--- src/rtl/seq_ctrl_pkg.sv ---
// Shared types, default widths and the step-direction helper for sequence_counter_ctrl.
// SEQ_CTRL_DOWN_EN selects down-counting whenever the latched first value exceeds last.
package seq_ctrl_pkg;

  localparam int DEF_WIDTH  = 4;
  localparam int DEF_PASS_W = 4;

  typedef enum logic [1:0] {
    ST_IDLE = 2'd0,
    ST_RUN  = 2'd1,
    ST_DONE = 2'd2
  } state_t;

  // Returns 1 when the counter should decrement; without the option it always increments
  // and an inverted range is covered by wrapping through the top of the count space.
  function automatic logic step_down(input logic [31:0] first, input logic [31:0] last);
    logic gt;
    gt = (first > last);
`ifdef SEQ_CTRL_DOWN_EN
    return gt;
`else
    return 1'b0 & gt;
`endif
  endfunction

endpackage

--- src/rtl/seq_step_counter.sv ---
// WIDTH-bit sequence counter register with load, enable, direction and terminal match.
// Direction policy comes from the caller; the build option SEQ_CTRL_DOWN_EN is resolved upstream.
module seq_step_counter
  import seq_ctrl_pkg::*;
#(
  parameter int WIDTH = DEF_WIDTH
) (
  input  logic             clk,
  input  logic             reset,
  input  logic             load,
  input  logic [WIDTH-1:0] load_value,
  input  logic             enable,
  input  logic             down,
  input  logic [WIDTH-1:0] last_value,
  output logic [WIDTH-1:0] value,
  output logic             at_last
);

  // NOTE: sequential state uses non-blocking assignments so every register samples pre-edge values.
  always_ff @(posedge clk) begin
    if (!reset) begin
      value <= '0;
    end else if (load) begin
      value <= load_value;
    end else if (enable) begin
      value <= down ? value - WIDTH'(1) : value + WIDTH'(1);
    end
  end

  assign at_last = (value == last_value);

endmodule

--- src/rtl/sequence_counter_ctrl.sv ---
// Bounded, restartable sequence controller: runs a counter first..last for a number of passes.
// Build option SEQ_CTRL_DOWN_EN: count down when the latched first value is above last.
module sequence_counter_ctrl
  import seq_ctrl_pkg::*;
#(
  parameter int WIDTH  = DEF_WIDTH,
  parameter int PASS_W = DEF_PASS_W
) (
  input  logic              clk,
  input  logic              reset,
  input  logic              start,
  input  logic [WIDTH-1:0]  cfg_first,
  input  logic [WIDTH-1:0]  cfg_last,
  input  logic [PASS_W-1:0] cfg_passes,
  input  logic              pause,
  input  logic              abort,
  output logic [WIDTH-1:0]  counter,
  output logic [PASS_W-1:0] pass_idx,
  output logic              busy,
  output logic              done
);

  state_t            state_q, state_d;
  logic [WIDTH-1:0]  first_q, last_q;
  logic [PASS_W-1:0] passes_q, last_pass;
  logic [PASS_W-1:0] pass_q, pass_d;
  logic              latch_cfg, cnt_load, cnt_en, cnt_down, at_last;
  logic [WIDTH-1:0]  load_value;

  // A programmed pass count of zero behaves as a single pass.
  assign last_pass = (passes_q == '0) ? '0 : passes_q - PASS_W'(1);
  assign cnt_down  = step_down(32'(first_q), 32'(last_q));

  always_ff @(posedge clk) begin
    if (!reset) begin
      state_q  <= ST_IDLE;
      pass_q   <= '0;
      first_q  <= '0;
      last_q   <= '0;
      passes_q <= '0;
    end else begin
      state_q <= state_d;
      pass_q  <= pass_d;
      if (latch_cfg) begin
        first_q  <= cfg_first;
        last_q   <= cfg_last;
        passes_q <= cfg_passes;
      end
    end
  end

  // NOTE: every always_comb output gets a default first so no path can infer a latch.
  always_comb begin
    state_d    = state_q;
    pass_d     = pass_q;
    latch_cfg  = 1'b0;
    cnt_load   = 1'b0;
    cnt_en     = 1'b0;
    load_value = first_q;
    unique case (state_q)
      ST_IDLE: begin
        if (start) begin
          latch_cfg  = 1'b1;
          cnt_load   = 1'b1;
          load_value = cfg_first;
          pass_d     = '0;
          state_d    = ST_RUN;
        end
      end
      ST_RUN: begin
        if (abort) begin
          state_d = ST_IDLE;
        end else if (pause) begin
          state_d = ST_RUN;
        end else if (!at_last) begin
          cnt_en = 1'b1;
        end else if (pass_q == last_pass) begin
          state_d = ST_DONE;
        end else begin
          cnt_load = 1'b1;
          pass_d   = pass_q + PASS_W'(1);
        end
      end
      ST_DONE: state_d = ST_IDLE;
      default: state_d = ST_IDLE;
    endcase
  end

  seq_step_counter #(.WIDTH(WIDTH)) u_step (
    .clk        (clk),
    .reset      (reset),
    .load       (cnt_load),
    .load_value (load_value),
    .enable     (cnt_en),
    .down       (cnt_down),
    .last_value (last_q),
    .value      (counter),
    .at_last    (at_last)
  );

  // Status outputs decode registered state only.
  assign pass_idx = pass_q;
  assign busy     = (state_q == ST_RUN);
  assign done     = (state_q == ST_DONE);

endmodule

--- config.mk ---
export PLATFORM = sky130hd
export DESIGN_NAME = sequence_counter_ctrl
export DESIGN_NICKNAME = d
export VERILOG_FILES = /design/src/rtl/seq_ctrl_pkg.sv /design/src/rtl/seq_step_counter.sv /design/src/rtl/sequence_counter_ctrl.sv
export SDC_FILE = /design/constraint.sdc
export NUM_CORES = 1
export LEC_CHECK = 0
export CAP_MARGIN = 20
export CORE_ASPECT_RATIO = 0.7
export CORE_MARGIN = 4
export CORE_UTILIZATION = 23
export DETAILED_ROUTE_END_ITERATION = 16
export SLEW_MARGIN = 20
export SYNTH_ARGS = -nofsm -noshare
export SYNTH_HDL_FRONTEND = slang
export SYNTH_HIERARCHICAL = 1
export SYNTH_SLANG_ARGS = --single-unit
--- constraint.sdc ---
create_clock -name clk -period 3.9 [get_ports clk]
set_clock_uncertainty 0.05 [all_clocks]
set_input_delay 0.39 -clock clk [delete_from_list [all_inputs] [get_ports clk]]
set_output_delay 0.39 -clock clk [all_outputs]
set_load 0.02 [all_outputs]
==> results of run 1 <==
cell type report:
class / instances / area (µm²) / area share, %
multi-input cells: 138 / 885 / 49.9
flip-flops and latches: 22 / 440 / 24.9
repair buffers: 27 / 268 / 15.1
well taps: 75 / 93.8 / 5.30
clock buffers: 4 / 55.1 / 3.11
inverters: 8 / 30.0 / 1.69
per-layer routing:
layer  up-vias  global-route usage, %  wire [µm]
met1       553                   13.6       1740
met2        21                   13.3       1340
met5         -                      0          0
met3         2                   3.25        217
met4         0                   1.79          8
li1        647                      -          -
where the power goes:
part / switching, mW / internal, mW / leakage (nW)
Combinational: 0.0711 / 0.0623 / 0.477
Sequential: 0.0153 / 0.237 / 0.180
Clock: 0.0742 / 0.0900 / 0.0288
cells by family (layout without fill, tap and decap cells):
group                      after synthesis  after routing  synth area share (%)
AOI/OAI and AO/OA                       42             42                  23.6
xor gates and xnor gates                 9              9                  5.68
adders and majority gates                4              4                  4.14
buffers and inverters                   15             39                  5.41
DFF                                     22             22                  31.7
muxes                                    4              4                  2.88
other                                    1              4                 0.270
and+or+nand+nor                         75             75                  26.3
flip-flops by register name (all words and copies together), names as in the netlist:
name          count
first_q           4
pass_idx          4
u_step/value      4
last_q            4
passes_q          4
state_q           2
stage by stage:
stage / cell area (µm²) / hold WS [ns] / setup slack [ns] / util [%]
after floorplan: 1400 / 0.405 / 1.76 / -
after global placement: 1720 / 0.422 / 1.59 / 29.7
after detailed placement: 1720 / 0.435 / 1.47 / 29.7
after CTS: 1770 / 0.442 / 1.46 / 30.6
after global routing: 1770 / 0.466 / 1.22 / 30.6
final: 1770 / 0.443 / 1.43 / 30.6
placed cells by master (no fill, tap or decap), types with 2 or more instances in the layout:
master and instances:
inv_1 8, nand2b_1 3, a211o_1 2, o21ai_1 2
and2_1 4, mux2i_1 4, a31oi_1 3, nor3_1 2
nor2b_1 3, dfxtp_1 22, clkdlybuf4s50_1 26, o21a_1 2
o211ai_1 2, nand2_1 37, a21oi_1 5, nor4_1 3
xnor2_1 2, nor2_1 5, ha_1 3, a21boi_0 9
nand3_1 7, conb_1 4, o21ai_0 4, xor2_1 7
clkbuf_8 4
tightest hold or removal path: cells and delay by family (launching register included):
kind,cells,cell delay [ns]
simple gates,1,0.05
compound gates,1,0.07
flops,1,0.32
how the worst min path moves through the flow:
stage                     startpoint   endpoint  slack (ns)
after floorplan            last_q[3]  last_q[3]        0.41
after global placement     last_q[2]  last_q[2]        0.42
after detailed placement   last_q[3]  last_q[3]        0.43
after CTS                  last_q[2]  last_q[2]        0.44
after global routing       last_q[0]  last_q[0]        0.47
final                      last_q[3]  last_q[3]        0.44
==> results.ini, run 1 <==
[status]
outcome = finished clean

[timing]
period_needed_ns = 2.47
max_freq_ghz = 0.405
worst-slew-pin-transition_ns = 0.840
rsz0062_at_grt = false
tns_ns = 0
max-slew-margin-rel_pct = 43.8
slew_violations = 0
hold_viol = 0
setup_viol = 0
min_period_over_period_pct = 63.4

[grt]
grt-ovfl-total = 0
grt_max_degree = 27
grt_pass1_vias = 1142
gr-usage-all-layers_pct = 9.36
grt_pass1_wl_um = 5490
antenna_found_initial = 0

[yosys]
synthDistinctLibCells = 51
async_reset_ff_share_pct = 0
synth.most_common_cell = nand2_1
syn_area_mm2 = 0.00139
synth_commonest_cells = nand2_1 (37), dfxtp_1 (22), a21boi_0 (9)
ys_seq_elements = 22
synth_edf_count = 0
synth_top_area_share_pct = 31.7
ys_warn_count = 6
synth_ff_type = dfxtp_1
syn_inst = 172
avgSynthCellArea_um2 = 8.07
synthTopCellsByArea = dfxtp_1 (32%), nand2_1 (10%), a21boi_0 (4.9%)
ys_seq_area_share_pct = 31.7
yosys.area.top_type = dfxtp_1

[clocking]
cts_root_buffer = clkbuf_8
post_cts_buffers = 0
clkLatencyLatePin_ns = 0.26
htreeDepth = 1
cts_buffers = 3
clk_pin_slew_worst_paths_ns = 0.08
ctsResizeCount = 0
cts_tree = yes
hold_buffers = 0
cts_buffer_depth = 2
cts_sinks = 22

[drt]
detail_route.first_pass.iterations = 4
viasPerCell = 4.46
wl_per_cell_um = 12.1
dr_total_vias = 1223
drt_iter0_markers = 50
antenna_left = 0
wirelength_um = 3310
drc_errors = 0

[floorplan]
pin_count = 27
core_mm2 = 0.00578
die_y_um = 73.0
rows = 23
fp.dieArea_mm2 = 0.00737
initial_utilization_pct = 24.0
die_x_um = 101

[placement]
hpwl_um = 2500
port_buffers = 26
dp.cells = 270
gp_congestion = 0.764

[setup_path]
cp.buffers_inverters = 1
rr_startpoint = u_step/value[1]
timing.critical_path.depth = 8
worst-path-max-fanout = 6
crit_path_max_incr_delay_ns = 0.57
cp_slowest_cell = nor4_1
start_kind = register
required_ns = 4.00
critPathTopFamily = simple AND/OR/NAND/NOR gates
reg2reg_to = u_step/value[2]
critPathCaptureType = register
path_class = register to register
crit_chain = xor2_1 > nor4_1 > nand3_1 > a31oi_1 > or2_1 > inv_1 > o21ai_0 > a21oi_1
crit_end = u_step/value[2]
crit_start = u_step/value[1]
reg2reg_slack_ns = 1.43
reg2regPathDepth = 8
arrival_ns = 2.58

[worst_hold_path]
hold_path_depth = 2
hold_path_class = register to register

[finish]
drive_gt1_share_pct = 6.53
n_antenna_cell = 0
syn_to_final_growth_pct = 27.6
nFillCells = 632
final_nets = 221
instances_no_fill = 274

[power]
power_mw = 0.550
powerDensity_mw_per_mm2 = 310
ir_drop_mv = 0.115
p_leak_nw = 0.686

[run]
drv_cap = 0

No activity file was read; power rests on OpenSTA's default activity.
==> run 2: changes to the inputs <==
Clock period 3.9 ns to 2.5 ns, I/O delays scaled along.
==> results.ini, run 2 (same netlist as run 1, synthesis figures left out) <==
[power]
swShare_pct = 27.8  ; -1.4 points
ir_drop_mv = 0.180  ; +56%
p_comb_share_pct = 22.9  ; -1.4 points
powerDensity_mw_per_mm2 = 522  ; +68%
power_frac_seq_pct = 41.5  ; -4.4 points
power.clock.fraction_pct = 35.6  ; +5.8 points
net-switching-power_mw = 0.264  ; +64%
internal_power_mw = 0.685  ; +76%
p_leak_nw = 0.708  ; +3.2%

[floorplan]
pin_count = 27  ; unchanged
rows = 23  ; unchanged
die_y_um = 73.0  ; unchanged
fp.dieArea_mm2 = 0.00737  ; unchanged
die_x_um = 101  ; unchanged
core_mm2 = 0.00578  ; unchanged
initial_utilization_pct = 24.0  ; unchanged

[grt]
gr-usage-all-layers_pct = 10.0  ; +0.65 points
grt_pass1_wl_um = 5940  ; +8.3%
grt_pass1_vias = 1239  ; +8.5%
antenna_found_initial = 0  ; unchanged
grt-ovfl-total = 0  ; unchanged
grt_max_degree = 20  ; -26%

[placement]
gp_congestion = 0.770  ; +0.73%
pre_cts_ws_ns = 0.162  ; -1.30 ns
hpwl_um = 2640  ; +5.7%
dp.cells = 273  ; +1.1%
port_buffers = 26  ; unchanged

[clocking]
cts_buffer_depth = 2  ; unchanged
ctsResizeCount = 0  ; unchanged
clkLatencyLatePin_ns = 0.27  ; about the same
htreeDepth = 1  ; unchanged
cts_tree = yes
hold_buffers = 0  ; unchanged
cts_buffers = 3  ; unchanged
cts_sinks = 22  ; unchanged
clk_pin_slew_worst_paths_ns = 0.08  ; about the same
cts_root_buffer = clkbuf_8
post_cts_buffers = 0  ; unchanged

[setup_path]
arrival_ns = 2.33  ; -0.25 ns
start_kind = register
required_ns = 2.60  ; -1.40 ns
path_class = register to register
crit_path_max_incr_delay_ns = 0.48  ; -0.09 ns
crit_chain = xor2_1 > nor4_2 > nand3_1 > a31oi_1 > or2_1 > inv_1 > o21ai_0 > a21oi_1
worst-path-max-fanout = 6  ; unchanged
critPathTopFamily = simple AND/OR/NAND/NOR gates
cp_slowest_cell = nor4_2
cp.buffers_inverters = 1  ; unchanged
critPathCaptureType = register

[finish]
nFillCells = 624  ; -1.3%
final_common_cell = nand2_1
syn_to_final_growth_pct = 30.9
n_antenna_cell = 0  ; unchanged
final_nets = 224  ; +1.4%
layout_common_cells = nand2_1 (37), clkdlybuf4s50_1 (26), dfxtp_1 (21)
drive_gt1_share_pct = 8.91  ; +2.4 points
instances_no_fill = 277  ; +1.1%

[drt]
wl_per_cell_um = 12.4  ; +2.6%
antenna_left = 0  ; unchanged
drt_iter0_markers = 60  ; +20%
detail_route.first_pass.iterations = 4  ; unchanged
viasPerCell = 4.51  ; +1.1%
wirelength_um = 3430  ; +3.8%
dr_total_vias = 1250  ; +2.2%
drc_errors = 0  ; unchanged

[run]
drv_cap = 0  ; unchanged

[timing]
period_needed_ns = 2.23  ; -0.245 ns
setup_viol = 0  ; unchanged
slew_violations = 0  ; unchanged
hold_viol = 0  ; unchanged
max_freq_ghz = 0.449  ; +11%
tns_ns = 0  ; unchanged
worst-slew-pin-transition_ns = 0.541  ; -0.298 ns
max-slew-margin-rel_pct = 63.8  ; +20 points
fin_ws_ns = 0.273  ; -1.16 ns
min_period_over_period_pct = 89.1  ; +26 points
rsz0062_at_grt = false

[worst_hold_path]
hold_path_class = register to register

[status]
outcome = finished clean

[run 2: cell count changes in the layout (fill, tap and decap cells not counted), sizes merged]
cell / previous run / this run
buf: 1 / 4
bufinv: 0 / 1
clkbuf: 4 / 3
[run 2: worst register-to-register path, cell delays in order (launching register included)]
cell     delay, ns
dfxtp_1       0.37
xor2_1        0.18
nor4_2        0.48
nand3_1       0.17
a31oi_1       0.26
or2_1         0.22
inv_1         0.14
o21ai_0       0.18
a21oi_1       0.05
[run 2: layout make-up]
class	count	area [µm²]	area share [%]
repair buffers	30	290	16.0
clock buffers	3	41.3	2.27
well taps	75	93.8	5.16
flip-flops and latches	22	442	24.3
multi-input cells	138	891	49.0
inverters	8	30.0	1.65
clock inverters	1	30.0	1.65
[run 2: routing by layer]
metal,vias up,GRT usage [%],share of wire [%]
met1,556,14.8,55
li1,657,-,-
met2,35,14.7,39
met5,-,0,0
met3,2,2.77,6.0
met4,0,1.35,0.41
[run 2: power groups by stage]
stage | sequential (mW) | combinational (mW) | clock (mW)
floorplan | 0.401 | 0.137 | 0
global placement | 0.401 | 0.210 | 0
detailed placement | 0.402 | 0.212 | 0
CTS | 0.394 | 0.214 | 0.345
global route | 0.398 | 0.243 | 0.358
finish | 0.394 | 0.218 | 0.338
[run 2: path summary, 6_finish.rpt]
path | cells after the start | slack (ns) | to | startpoint
hold / removal | 2 | 0.43 | last_q[2] | last_q[2]
setup / recovery | 8 | 0.27 | u_step/value[2] | u_step/value[1]
setup reg to reg | 8 | 0.27 | u_step/value[2] | u_step/value[1]
hold reg to reg | 2 | 0.43 | last_q[2] | last_q[2]
[run 2: through the flow]
step	total power, mW	area (µm²)	utilization, %	hold WS [ns]
6_report	0.949	1820	31.4	0.427
5_1_grt	0.999	1820	31.4	0.457
4_1_cts	0.953	1810	31.3	0.434
3_5_place_dp	0.614	1740	30.1	0.422
3_3_place_gp	0.611	1740	30.1	0.417
2_1_floorplan	0.538	1400	-	0.338
==> run 3: changes to the inputs <==
Settings changed: CTS_CLUSTER_SIZE from default to 10.
==> results of run 3 <==
No change in the layout: final DEF, timing and power equal those of run 2.
